$ cat config.mk
export PLATFORM = sky130hd
export DESIGN_NAME = wait_rr_arbiter
export DESIGN_NICKNAME = d
export VERILOG_FILES = /design/src/rtl/wait_rr_arbiter.sv
export SDC_FILE = /design/constraint.sdc
export NUM_CORES = 1
export LEC_CHECK = 0
export CAP_MARGIN = 20
export CORE_MARGIN = 1.5
export CORE_UTILIZATION = 43
export DETAILED_ROUTE_END_ITERATION = 8
export HOLD_SLACK_MARGIN = 0.12
export PLACE_DENSITY = 0.87
export SLEW_MARGIN = 20
export SYNTH_ARGS = -nofsm -noshare
export SYNTH_HDL_FRONTEND = slang
export SYNTH_SLANG_ARGS = --single-unit
$ cat constraint.sdc
create_clock -name clk -period 5.1 [get_ports clk]
set_input_delay 1.275 -clock clk [delete_from_list [all_inputs] [get_ports clk]]
set_output_delay 1.275 -clock clk [all_outputs]
set_load 0.1 [all_outputs]
$ cat src/rtl/wait_rr_arbiter.sv
// Round-robin arbiter for one shared signed operand register; each grant is
// followed by a fixed count-down hold during which no new grant is issued.
module wait_rr_arbiter #(
  parameter int unsigned NUM_REQ     = 4,
  parameter int unsigned DATA_W      = 32,
  parameter int unsigned HOLD_CYCLES = 4
) (
  input  logic                            clk,
  input  logic                            reset,
  input  logic [NUM_REQ-1:0]              req,
  input  logic [NUM_REQ*DATA_W-1:0]       req_data,
  input  logic                            hold_abort,
  output logic [NUM_REQ-1:0]              gnt,
  output logic [$clog2(NUM_REQ)-1:0]      grant_id,
  output logic                            out_valid,
  output logic signed [DATA_W-1:0]        out_data,
  output logic                            busy
);

  localparam int unsigned ID_W = $clog2(NUM_REQ);

  typedef enum logic {IDLE, HOLD} state_e;

  state_e                     state_q, state_d;
  logic [7:0]                 cnt_q, cnt_d;
  logic [ID_W-1:0]            ptr_q, ptr_d;
  logic [NUM_REQ-1:0]         gnt_q, gnt_d;
  logic [ID_W-1:0]            grant_id_q, grant_id_d;
  logic                       out_valid_q, out_valid_d;
  logic signed [DATA_W-1:0]   out_data_q, out_data_d;

  logic signed [DATA_W-1:0]   data_arr [NUM_REQ];
  logic                       win_found;
  logic [ID_W-1:0]            win_id;
  logic [ID_W-1:0]            cand;

  for (genvar i = 0; i < NUM_REQ; i++) begin : g_unpack
    assign data_arr[i] = req_data[i*DATA_W +: DATA_W];
  end

  // Search starts just after the last winner and wraps; first set request wins.
  always_comb begin
    win_found = 1'b0;
    win_id    = '0;
    cand      = '0;
    for (int unsigned off = 1; off <= NUM_REQ; off++) begin
      cand = ID_W'((32'(ptr_q) + off) % NUM_REQ);
      if (!win_found && req[cand]) begin
        win_found = 1'b1;
        win_id    = cand;
      end
    end
  end

  always_comb begin
    state_d     = state_q;
    cnt_d       = cnt_q;
    ptr_d       = ptr_q;
    gnt_d       = '0;
    grant_id_d  = grant_id_q;
    out_valid_d = 1'b0;
    out_data_d  = out_data_q;
    unique case (state_q)
      IDLE: begin
        if (win_found && !hold_abort) begin
          gnt_d[win_id] = 1'b1;
          grant_id_d    = win_id;
          out_valid_d   = 1'b1;
          out_data_d    = data_arr[win_id];
          cnt_d         = 8'(HOLD_CYCLES);
          ptr_d         = win_id;
          state_d       = HOLD;
        end
      end
      HOLD: begin
        // Abort and the final decrement both land the counter at zero.
        if (hold_abort || cnt_q <= 8'd1) begin
          cnt_d   = '0;
          state_d = IDLE;
        end else begin
          cnt_d = cnt_q - 8'd1;
        end
      end
    endcase
  end

  always_ff @(posedge clk or negedge reset) begin
    if (!reset) begin
      state_q     <= IDLE;
      cnt_q       <= '0;
      ptr_q       <= ID_W'(NUM_REQ - 1);
      gnt_q       <= '0;
      grant_id_q  <= '0;
      out_valid_q <= 1'b0;
      out_data_q  <= '0;
    end else begin
      state_q     <= state_d;
      cnt_q       <= cnt_d;
      ptr_q       <= ptr_d;
      gnt_q       <= gnt_d;
      grant_id_q  <= grant_id_d;
      out_valid_q <= out_valid_d;
      out_data_q  <= out_data_d;
    end
  end

  assign gnt       = gnt_q;
  assign grant_id  = grant_id_q;
  assign out_valid = out_valid_q;
  assign out_data  = out_data_q;
  assign busy      = (state_q == HOLD);

endmodule
==> flow_summary.json <==
{
  "outcome": "finished clean",
  "first_global_vias": 3496,
  "grt_pass1_wl_um": 16700,
  "clk_latency_ps": 310,
  "critPathRequiredTime_ps": 5350,
  "p_total_mw": 3.29,
  "cpMaxStageDelayCell": "or3_2",
  "grt_antenna_before_repair": 0,
  "postRouteAntennaNets": 0,
  "grt_start_max_net_pins": 51,
  "syn_to_final_growth_pct": 56.3,
  "powerDensity_nw_per_um2": 641,
  "track_usage_pct": 25.1,
  "crit_chain": "clkdlybuf4s50_1 -> nor4_1 -> or3_2 -> inv_2 -> and2_1 -> buf_4 -> a221o_1",
  "synth_area_leader_cell": "dfrtp_1",
  "dieArea_um2": 8170,
  "die_height_um": 90.4,
  "end_kind": "register",
  "arrival_ps": 4060,
  "die_w_um": 90.4,
  "ctsHoldBuffers": 0,
  "syn_area_um2": 3290,
  "fmaxAchievable_mhz": 263,
  "synth_edf_count": 0,
  "yosysWarnings": 0,
  "power.share.clock_pct": 8.6,
  "totalWireLength_um": 10400,
  "rsz0062_at_grt": "no",
  "async_reset_ff_share_pct": 100,
  "synth_cells": 362,
  "place_ws_ps": 977,
  "ioPinCount": 175,
  "dpl.cell_count": 611,
  "setup-violations-final": 0,
  "worst_pin_slew_ps": 1020,
  "leakage_nw": 2.06,
  "final_core_util_pct": 70.0,
  "synthDistinctLibCells": 42,
  "peakVddDrop_mv": 0.345,
  "clkSlewWorstSetupHoldPaths_ps": 90,
  "ctsResizeCount": 0,
  "max_stage_delay_ps": 730,
  "setup.worst_path.start_class": "input pin",
  "clock_sinks": 50,
  "r2r_setup_slack_ps": 2360,
  "post-dp-hpwl_um": 7680,
  "routed_via_density": 5.67,
  "drv_slew": 0,
  "numCtsBuffers": 5,
  "period_minus_slack_ps": 3810,
  "post_drt_wl_per_cell_um": 16.8,
  "drt_drc_violations_left": 0,
  "grt_overflow": 0,
  "synthTopCellsByArea": "dfrtp_1, a21oi_1, mux2i_1",
  "htree_levels": 2,
  "ys_ff_latch": 50,
  "finalNonFillerCells": 619,
  "first_pass_iters": 4,
  "crit_fanout": 37,
  "drive_gt1_share_pct": 7.31,
  "synth_fp_nets": 499,
  "power_frac_seq_pct": 21.9,
  "min_path_type": "reg -> reg",
  "synth_ff_type": "dfrtp_1",
  "skew_ps": 5.60,
  "fin_tns_setup_ps": 0,
  "p_sw_mw": 1.90,
  "root_buffer": "clkbuf_8",
  "cts.path.max_buffers": 2,
  "cts_tree": "yes",
  "postSynthAreaPerCell_um2": 9.08,
  "hold_viol_final": 0,
  "core_area_um2": 7330,
  "port_buffers": 174,
  "maxCapViolations": 0,
  "antenna_cells": 0,
  "via_count": 3507,
  "gp_congestion": 0.821,
  "ys_seq_area_share_pct": 38.2,
  "switching_share_pct": 57.7,
  "post-cts-setup-buffer-count": 0,
  "drtIter0Drc": 209,
  "nNetsFinal": 656,
  "synth_top_area_share_pct": 36.6,
  "p_int_mw": 1.39,
  "fin_crit_sh_pct": 74.7,
  "rows": 31,
  "maxSlewHeadroom_pct": 31.8,
  "start_util_pct": 44.8,
  "layout_setup_ws_ps": 1290,
  "p_comb_share_pct": 69.5,
  "critical_path_class": "in -> reg"
}
-- layer usage --
layer	share of wire (%)	track usage, %	up-vias
met5	0	0	-
met4	2.0	8.99	0
met3	5.5	4.97	17
met2	52	45.3	136
met1	40	29.3	1673
li1	-	-	1681
-- through the flow --
| stage | instance area (um^2) | hold slack, ps |
|---|---|---|
| 2_1_floorplan | 3290 | 436 |
| 3_3_place_gp | 5020 | 460 |
| 3_5_place_dp | 5020 | 463 |
| 4_1_cts | 5130 | 479 |
| 5_1_grt | 5130 | 530 |
| 6_report | 5130 | 482 |
-- Yosys cell counts (3+ instances only) --
cell	instances
dfrtp_1	48
nand2_1	43
a21oi_1	38
o21ai_0	24
or3_1	19
nor3_1	18
mux2i_1	17
a221o_1	16
nand3_1	16
nand4_1	16
o211ai_1	16
nor2_1	13
clkbuf_1	11
buf_2	10
mux2_4	10
buf_4	5
buf_6	4
mux2_2	4
inv_1	3
o31ai_1	3
-- power by group through the flow --
| stage | logic [mW] | registers, mW | clock network [mW] |
|---|---|---|---|
| after floorplan | 0.709 | 1.74 | 0 |
| after global placement | 2.24 | 0.717 | 0 |
| after detailed placement | 2.29 | 0.724 | 0 |
| after CTS | 2.29 | 0.721 | 0.287 |
| after global routing | 2.39 | 0.747 | 0.300 |
| final | 2.29 | 0.721 | 0.282 |
-- worst paths after layout --
path                           from            to  cells past startpoint
setup / recovery             req[3]  out_data[20]                      7
hold / removal             cnt_q[7]      cnt_q[7]                      1
setup reg to reg           ptr_q[1]   out_data[6]                      5
hold reg to reg            cnt_q[7]      cnt_q[7]                      1
max in group asynchronous     reset      cnt_q[6]                      1
min in group asynchronous     reset  out_data[30]                      1
-- worst max-delay path, delay by kind of cell --
family          cells  cell delay [ps]
compound gates      1              170
simple gates        3             1490
buf+inv             3             1110
-- cell type report --
type	instances	area [um^2]
sequential	50	1250
inverter	4	15.0
clock buffer	6	72.6
fill	566	2200
timing repair buffer	180	1780
multi-input combinational	278	1850
tap	99	124
clock inverter	2	37.5
-- state kept, by name, indices dropped and copies added (netlist names) --
| signal | flops |
|---|---|
| out_data | 32 |
| cnt_q | 8 |
| gnt | 4 |
| grant_id | 2 |
| ptr_q | 2 |
| busy | 1 |
| out_valid | 1 |
-- layout by cell type (no fill, tap or decap), drive strengths merged --
| cell type | count |
|---|---|
| clkdlybuf4s50 | 173 |
| dfrtp | 48 |
| nand2 | 43 |
| a21oi | 38 |
| o21ai | 24 |
| or3 | 19 |
| nor3 | 18 |
| mux2i | 17 |
| nand3 | 16 |
| a221o | 16 |
| o211ai | 16 |
| nand4 | 16 |
| mux2 | 16 |
| nor2 | 14 |
| buf | 7 |
| clkbuf | 6 |
| inv | 4 |
| o31ai | 3 |
| a21o | 2 |
| nand2b | 2 |
| or4 | 2 |
| ha | 2 |
| dfstp | 2 |
| nor4 | 2 |
| and2b | 1 |
| a21boi | 1 |
| o21ba | 1 |
| o2bb2ai | 1 |
| nand3b | 1 |
| a31oi | 1 |
| o311ai | 1 |
| and2 | 1 |
| o21bai | 1 |
| a2bb2oi | 1 |
| o41ai | 1 |
| nor3b | 1 |
| clkinvlp | 1 |
| bufinv | 1 |
-- kinds of logic after synthesis --
family / after synthesis / synth area share (%)
and+or+nand+nor: 136 / 21.1
AOI/OAI and AO/OA: 107 / 22.4
DFF: 50 / 38.2
buffers and inverters: 34 / 5.75
muxes: 33 / 11.8
adders and majority gates: 2 / 0.761
Power figures use the tool's default switching activity.
